### config.mk
export PLATFORM = sky130hd
export DESIGN_NAME = irq_controller_flat
export DESIGN_NICKNAME = d
export VERILOG_FILES = /design/src/rtl/irq_pkg.sv /design/src/rtl/irq_controller_if.sv /design/src/rtl/irq_priority_enc.sv /design/src/rtl/irq_controller.sv /design/src/flat_wrapper.sv
export SDC_FILE = /design/constraint.sdc
export NUM_CORES = 1
export LEC_CHECK = 0
export ABC_CLOCK_PERIOD_IN_PS = 1120
export BUFFER_PORTS_ARGS = -buffer_cell sky130_fd_sc_hd__buf_2
export CAP_MARGIN = 10
export CORE_MARGIN = 4
export CORE_UTILIZATION = 39
export DETAILED_ROUTE_END_ITERATION = 8
export GPL_TIMING_DRIVEN = 0
export PLACE_DENSITY = 0.75
export SKIP_CTS_REPAIR_TIMING = 1
export SYNTH_ARGS = -nofsm -noshare
export SYNTH_HDL_FRONTEND = slang
export SYNTH_SLANG_ARGS = --single-unit
### constraint.sdc
create_clock -name clk -period 1.12 [get_ports clk]
set_input_delay 0.224 -clock clk [delete_from_list [all_inputs] [get_ports clk]]
set_output_delay 0.224 -clock clk [all_outputs]
set_load 0.05 [all_outputs]
### src/rtl/irq_pkg.sv
// rtl/irq_pkg.sv - shared types and constants for the interrupt controller
package irq_pkg;

    typedef enum logic [1:0] {
        IDLE    = 2'd0,
        REQ     = 2'd1,
        SERVICE = 2'd2
    } irq_state_e;

    // Each vector entry holds a 32-bit handler PC as two 16-bit words
    localparam int VEC_ENTRY_WORDS = 2;

    // Id width for n channels, never narrower than one bit
    function automatic int clog2_min1(input int n);
        int w;
        w = 1;
        for (int i = 1; i < 31; i++) begin
            if ((1 << i) < n) w = i + 1;
        end
        return w;
    endfunction

endpackage

### src/rtl/irq_controller_if.sv
// rtl/irq_controller_if.sv - request/acknowledge link between controller and pipeline
interface irq_controller_if #(
    parameter int NUM_IRQ = 4
);
    localparam int ID_W = irq_pkg::clog2_min1(NUM_IRQ);

    logic            int_req;
    logic            int_ack;
    logic            rti;
    logic            in_service;
    logic [ID_W-1:0] int_id;
    logic [15:0]     vec_addr;

    modport master (
        output int_req, int_id, vec_addr, in_service,
        input  int_ack, rti
    );

    modport slave (
        input  int_req, int_id, vec_addr, in_service,
        output int_ack, rti
    );
endinterface

### src/rtl/irq_priority_enc.sv
// rtl/irq_priority_enc.sv - fixed priority encoder, lowest set bit wins
module irq_priority_enc
    import irq_pkg::*;
#(
    parameter int  NUM_IRQ = 4,
    localparam int ID_W    = clog2_min1(NUM_IRQ)
) (
    input  logic [NUM_IRQ-1:0] eligible,
    output logic               found,
    output logic [ID_W-1:0]    id
);

    // Scan from the top so the lowest set index is the last one written
    always_comb begin
        found = 1'b0;
        id    = '0;
        for (int i = NUM_IRQ - 1; i >= 0; i--) begin
            if (eligible[i]) begin
                found = 1'b1;
                id    = ID_W'(i);
            end
        end
    end

endmodule

### src/rtl/irq_controller.sv
// rtl/irq_controller.sv - multi-channel interrupt controller with single in-service tracking
module irq_controller
    import irq_pkg::*;
#(
    parameter int                 NUM_IRQ   = 4,
    parameter logic [NUM_IRQ-1:0] EDGE_MASK = {NUM_IRQ{1'b1}},
    parameter logic [15:0]        VEC_BASE  = 16'h0000
) (
    input  logic               clk,
    input  logic               reset,
    input  logic [NUM_IRQ-1:0] irq_in,
    input  logic               mask_we,
    input  logic [NUM_IRQ-1:0] mask_wdata,
    output logic [NUM_IRQ-1:0] pending,
    output logic [NUM_IRQ-1:0] mask,
    irq_controller_if.master   bus
);

    localparam int ID_W = clog2_min1(NUM_IRQ);

    irq_state_e         state_q, state_d;
    logic [NUM_IRQ-1:0] irq_q;
    logic [NUM_IRQ-1:0] pending_q, pending_d;
    logic [NUM_IRQ-1:0] mask_q;
    logic [ID_W-1:0]    id_q, id_d;

    logic [NUM_IRQ-1:0] eligible;
    logic [NUM_IRQ-1:0] rise;
    logic [NUM_IRQ-1:0] clr;
    logic               enc_found;
    logic [ID_W-1:0]    enc_id;
    logic               ack_fire;
    logic               target_live;

    assign eligible    = pending_q & ~mask_q;
    assign rise        = irq_in & ~irq_q;
    assign ack_fire    = (state_q == REQ) && bus.int_ack;
    assign target_live = eligible[id_q];
    assign clr         = ack_fire ? (NUM_IRQ'(1) << id_q) : '0;

    irq_priority_enc #(
        .NUM_IRQ (NUM_IRQ)
    ) u_enc (
        .eligible (eligible),
        .found    (enc_found),
        .id       (enc_id)
    );

    // Edge channels are sticky with set beating an ack clear; level channels follow the line
    always_comb begin
        pending_d = (EDGE_MASK & (rise | (pending_q & ~clr))) | (~EDGE_MASK & irq_in);
    end

    // Next state: arbitrate only from IDLE, hold the target through REQ and SERVICE
    always_comb begin
        state_d = state_q;
        id_d    = id_q;
        case (state_q)
            IDLE: begin
                if (enc_found) begin
                    id_d    = enc_id;
                    state_d = REQ;
                end
            end
            REQ: begin
                if (bus.int_ack) state_d = SERVICE;
                else if (!target_live) state_d = IDLE;
            end
            SERVICE: begin
                if (bus.rti) state_d = IDLE;
            end
            default: state_d = IDLE;
        endcase
    end

    // State and capture registers; reset abandons any request or service in flight
    always_ff @(posedge clk or negedge reset) begin
        if (!reset) begin
            state_q   <= IDLE;
            irq_q     <= '0;
            pending_q <= '0;
            mask_q    <= '0;
            id_q      <= '0;
        end else begin
            state_q   <= state_d;
            irq_q     <= irq_in;
            pending_q <= pending_d;
            id_q      <= id_d;
            if (mask_we) mask_q <= mask_wdata;
        end
    end

    assign pending        = pending_q;
    assign mask           = mask_q;
    assign bus.int_req    = (state_q == REQ);
    assign bus.in_service = (state_q == SERVICE);
    assign bus.int_id     = id_q;
    assign bus.vec_addr   = VEC_BASE + 16'(VEC_ENTRY_WORDS) * 16'(id_q);

endmodule

### src/flat_wrapper.sv
// flat-port wrapper written by rule: the top's interface ports become plain ports
module irq_controller_flat import irq_pkg::*;
#(
    parameter int                 NUM_IRQ   = 4,
    parameter logic [NUM_IRQ-1:0] EDGE_MASK = {NUM_IRQ{1'b1}},
    parameter logic [15:0]        VEC_BASE  = 16'h0000
)
  (clk, reset, irq_in, mask_we, mask_wdata, pending, mask, bus_int_req, bus_int_id, bus_vec_addr, bus_in_service, bus_int_ack, bus_rti);
  irq_controller_if #(.NUM_IRQ(NUM_IRQ)) bus_i ();
  input  logic clk;
  input  logic reset;
  input  logic [NUM_IRQ-1:0] irq_in;
  input  logic mask_we;
  input  logic [NUM_IRQ-1:0] mask_wdata;
  output logic [NUM_IRQ-1:0] pending;
  output logic [NUM_IRQ-1:0] mask;
  output wire logic [$bits(bus_i.int_req)-1:0] bus_int_req;
  output wire logic [$bits(bus_i.int_id)-1:0] bus_int_id;
  output wire logic [$bits(bus_i.vec_addr)-1:0] bus_vec_addr;
  output wire logic [$bits(bus_i.in_service)-1:0] bus_in_service;
  input wire logic [$bits(bus_i.int_ack)-1:0] bus_int_ack;
  input wire logic [$bits(bus_i.rti)-1:0] bus_rti;
  assign bus_int_req = bus_i.int_req;
  assign bus_int_id = bus_i.int_id;
  assign bus_vec_addr = bus_i.vec_addr;
  assign bus_in_service = bus_i.in_service;
  assign bus_i.int_ack = bus_int_ack;
  assign bus_i.rti = bus_rti;
  irq_controller #(.NUM_IRQ(NUM_IRQ), .EDGE_MASK(EDGE_MASK), .VEC_BASE(VEC_BASE)) u_core (.clk(clk), .reset(reset), .irq_in(irq_in), .mask_we(mask_we), .mask_wdata(mask_wdata), .pending(pending), .mask(mask), .bus(bus_i));
endmodule
# Word level (Yosys, flattened, before mapping)
# Index checks and enable logic that the tools add are counted.
[word_totals]
register_bits = 16
wordCells = 39
in_bits = 13
[op_classes]
order_cmp = 1
n_bitwise = 7
eq_ne = 5
reduce_logical = 4
n_shift = 1
n_mux = 16
[op_table]
columns = ["op", "n"]
rows = [
  ["2-bit two-way mux", 8],
  ["4-bit bitwise AND", 3],
  ["4-bit NOT", 3],
  ["2-bit case mux with 3 select lines", 1],
  ["1-bit two-way mux", 5],
  ["4-bit two-way mux", 1],
  ["2-bit by 1-bit != test with 1-bit output (second input constant)", 2],
  ["4-bit bitwise OR", 1],
  ["1-bit by 2-bit left shift with 4-bit output (first input constant)", 1],
  ["2-bit by 3-bit < comparator with 1-bit output (second input constant)", 1],
  ["3-bit != test (second input constant)", 1],
  ["3-bit AND reduction", 1],
  ["1-bit binary-select mux with 2-bit select", 1],
  ["2-bit by 1-bit equality test with 1-bit output (second input constant)", 1],
  ["2-bit equality test (second input constant)", 1],
  ["2-bit zero test", 1],
  ["2-bit AND reduction", 1],
  ["1-bit logical AND", 1],
]

# Logic depth before layout (Yosys ltp)
[logic_depth]
ltp_word = 8
ltp_mapped = 4
mapped_depth_nobuf = 4

# Hierarchy
# A second synthesis with hierarchy kept.
[unflattened]
hier_cells = 74
area_unflattened_um2 = 828.3
[by_module_without_submodules]
columns = ["module", "instances", "cells_per_inst", "area_per_inst_um2"]
rows = [
  ["irq_controller", 1, 67, 793.3],
  ["irq_priority_enc", 1, 7, 35.0],
]

# Least setup slack after synthesis
# OpenSTA, ideal clock, no wires.
[synth_timing]
kind = "reg-to-reg"
startpoint = "register u_core.mask_q[2] (netlist: u_core.mask[2])"
endpoint = "register u_core.id_q[0] (netlist: u_core.bus.int_id[0])"
n_path_buf = 0
path_slack_ns = -0.388
stages_incl_launch_ff = 5
period_less_slack_ns = 1.508
arrival_ns = 1.383
required_ns = 0.995
cell_sequence = "dfrtp_1 nand2b_4 nand2_1 o21ai_2 mux2_4"
[synth_via]
elab_chain_len = 6
word_cells_on_any_way = 9
cone_classes = "mux (6); bitwise (2); reduce/logical (1)"
[synth_lines]
columns = ["item", "line_no", "rtl"]
rows = [
  ["start, declared", "irq_controller.sv:24", "logic [NUM_IRQ-1:0] mask_q;"],
  ["start signal, assigned", "irq_controller.sv:89", "if (mask_we) mask_q <= mask_wdata;"],
  ["4-bit NOT *", "irq_controller.sv:35", "assign eligible = pending_q & ~mask_q;"],
  ["4-bit bitwise AND *", "irq_controller.sv:35", ""],
  ["1-bit two-way mux (3 in a row)", "irq_priority_enc.sv:18", "if (eligible[i]) begin"],
  ["2-bit AND reduction (no line)", "-", ""],
  ["end signal, assigned", "irq_controller.sv:88", "id_q <= id_d;"],
  ["end, declared", "irq_controller.sv:25", "logic [ID_W-1:0] id_q, id_d;"],
]
# Mark *: on every way between the ends. The rest lies on a longest branch, timed or not.
# A chain may end at the register's enable or synchronous reset.

# Final worst setup path
[layout_timing]
startpoint = "register u_core.pending_q[1] (netlist: u_core.pending[1])"
endpoint = "register u_core.id_q[0] (netlist: u_core.bus.int_id[0])"
[layout_via]
elab_chain_len = 4
word_cells_on_any_way = 6
cone_classes = "mux (4); bitwise (1); reduce/logical (1)"
[layout_lines]
columns = ["item", "line_no", "rtl"]
rows = [
  ["start, declared", "irq_controller.sv:23", "logic [NUM_IRQ-1:0] pending_q, pending_d;"],
  ["start signal, assigned", "irq_controller.sv:87", "pending_q <= pending_d;"],
  ["4-bit bitwise AND *", "irq_controller.sv:35", ""],
  ["1-bit two-way mux (2 in a row)", "irq_priority_enc.sv:18", ""],
  ["2-bit AND reduction (no line)", "-", ""],
]
# Marked as above.

==> results.py <==
metrics = {
    "floorplan": {
        "start_util_pct": 41.29,
        "die-area_mm2": 0.002895,
        "die_w_um": 53.81,
        "row_count": 16,
        "coreArea_mm2": 0.001982,
        "io_pins": 41,
        "die_h_um": 53.81,
    },
    "cts": {
        "cts_tree": "built",
        "clk_pin_slew_ps": 90,
        "cts_buffer_depth": 2,
        "root_buffer": "clkbuf_4",
        "cts-htree-levels": 1,
        "cts.sinks": 16,
        "clk_latency_ps": 280,
        "cts_inserted_buffers": 3,
    },
    "outcome": {
        "status": "complete, but fails checks",
        "violations": "negative setup slack",
    },
    "timing": {
        "finalSetupViolations": 9,
        "fin_crit_ps": 1276,
        "grt_setup_unrepaired": "true",
        "skew_ps": 3.594,
        "finalHoldViolCount": 0,
        "post-route-period-util_pct": 113.9,
        "report.final.slew_viol_count": 0,
        "max_freq_mhz": 783.6,
        "setup_slack_ps": -156.1,
    },
    "setup_path": {
        "cp_num_cells": 4,
        "crit_family": "flip-flops",
        "crit_path_cell_trace": "nor2b_4 -> nand2b_4 -> o21ai_4 -> mux2_4",
        "cp.required_ps": 1290,
        "crit_slowest_cell": "dfrtp_2",
        "start_kind": "register",
        "endpoint_kind": "register",
        "worstSetupPathType": "reg -> reg",
        "reg2reg_depth": 4,
        "crit_path_max_fanout": 3,
        "critPathArrivalTime_ps": 1450,
        "cp_slowest_stage_delay_ps": 440,
        "crit_buf_inv": 0,
    },
    "cells_and_area": {
        "nets": 141,
        "stdcell_count": 154,
        "drive_gt1_share_pct": 60.63,
        "area_delta_synth_final_pct": 55.05,
        "antenna_cells_inserted": 0,
    },
    "power_and_ir_drop": {
        "power_uw": 3429,
        "power.density_mw_per_mm2": 2703,
        "ir_drop_mv": 1.500,
        "p_leak_uw": 0.0006531,
    },
    "synth": {
        "yosys-top-cells-area": "dfrtp_1 49%, buf_4 15%, o21ai_1 5.5%",
        "synth_area_per_cell_um2": 10.36,
        "synth_edf_count": 0,
        "mappedNetlistArea_um2": 818.3,
        "async_flop_share_pct": 100.0,
        "synth_flop_cell": "dfrtp_1",
        "netlist_instances": 79,
        "synth_top_cell_area_share_pct": 48.93,
        "yosysTopAreaCell": "dfrtp_1",
        "synth_seq_cells": 16,
        "synth_commonest_cells": "16 x buf_4, 16 x dfrtp_1, 9 x o21ai_1, 7 x inv_1",
        "yosysSeqAreaShare_pct": 48.93,
        "yosysUniqueCellTypes": 24,
        "yosys_warnings": 0,
    },
    "min_path": {
        "hold_path_class": "in -> reg",
        "worstHoldPathCells": 1,
    },
    "place": {
        "io_buffer_count": 26,
        "dpl_worst_slack_ps": -123.1,
        "dp_hpwl_um": 1311,
        "place.gp.congestion": 0.7031,
        "placedCellCount": 145,
    },
    "global_route": {
        "grt_pass1_wl_um": 2428,
        "grt_pass1_vias": 584,
        "grt.total_usage_pct": 11.83,
        "grt_max_degree": 17,
        "antenna_found_initial": 0,
        "grt_overflow_total": 0,
    },
    "run": {
        "max-cap-violations": 0,
    },
    "route": {
        "vias": 648,
        "route.detailed.drc": 0,
        "via_per_inst": 4.208,
        "firstDrtPassIters": 1,
        "route.antenna.remaining_nets": 0,
        "wl_per_cell_um": 11.47,
        "finalWirelength_um": 1767,
        "drt_iter0_markers": 0,
    },
}
-- metal layers --
layer | GRT usage, % | share of wire, % | up-vias
met2 | 19.76 | 51 | 33
met3 | 4.432 | 12 | 0
met1 | 13.89 | 37 | 289
met5 | 0 | 0 | -
met4 | 3.830 | 0 | 0
li1 | - | - | 326
-- sequential cells by signal, indices dropped and copies added, names as in the netlist --
signal,cells
u_core.irq_q,4
u_core.bus.int_id,2
u_core.pending,4
u_core.mask,4
u_core.state_q,2
-- cells in the final DEF, fill, tap and decap left out, types with 2 or more instances in the layout --
master,Yosys,layout
o21ai_2,1,3
o21ai_1,9,6
dfrtp_2,0,11
nand2b_4,2,5
buf_8,0,3
inv_1,7,6
buf_2,0,12
nand2b_1,4,2
nand2_1,4,3
o21ai_0,2,2
a21oi_1,3,3
nor2b_4,1,2
mux2_2,2,2
buf_6,0,13
clkbuf_4,0,3
buf_4,16,18
conb_1,1,14
dfrtp_1,16,5
-- where the power goes --
part	switching (uW)	leakage [uW]	total, uW	internal (uW)
clock network	176	0.0000150	314	138
registers	187	0.000172	936	749
logic	1250	0.000466	2180	927
-- layout make-up --
class,instances,area (um^2)
multi-input cells,53,371.6
clock buffers,4,26.28
repair buffers,31,272.8
fillers,172,713.2
plain buffers,16,123.9
flip-flops and latches,16,414.1
well taps,27,33.78
inverters,7,26.28
-- per-stage QoR --
stage,hold WS [ps],instance area (um^2),utilization [%],setup TNS (ps)
6_report,54.54,1269,64.02,-718.9
5_1_grt,36.93,1269,64.02,-1314
4_1_cts,-161.0,1074,54.17,-1940
3_5_place_dp,154.1,1047,52.84,-123.1
3_3_place_gp,146.7,1047,52.84,-112.3
2_1_floorplan,-71.59,883.3,-,-669.0
-- logic make-up (layout without fill, tap and decap cells) --
logic type,after synthesis,count (layout),synth area share (%)
compound gates,18,18,12.08
buf+inv,23,58,17.89
flops,16,16,48.93
mux,4,4,5.810
other cells,1,14,0.4583
simple gates,17,17,14.83
-- worst paths after layout --
| path | slack [ps] | end | start |
|---|---|---|---|
| worst max-delay path | -160 | u_core.bus.int_id[0]$_DFFE_PN0P_ | u_core.pending[1]$_DFF_PN0_ |
| worst min-delay path | 50 | u_core.irq_q[2]$_DFF_PN0_ | irq_in[2] |
| worst max register to register | -160 | u_core.bus.int_id[0]$_DFFE_PN0P_ | u_core.pending[1]$_DFF_PN0_ |
| worst min register to register | 410 | u_core.pending[3]$_DFF_PN0_ | u_core.irq_q[3]$_DFF_PN0_ |
| max in group asynchronous | 460 | u_core.bus.int_id[0]$_DFFE_PN0P_ | reset |
| min in group asynchronous | 380 | u_core.irq_q[2]$_DFF_PN0_ | reset |
Note: power is estimated with default switching activity, not from simulation.
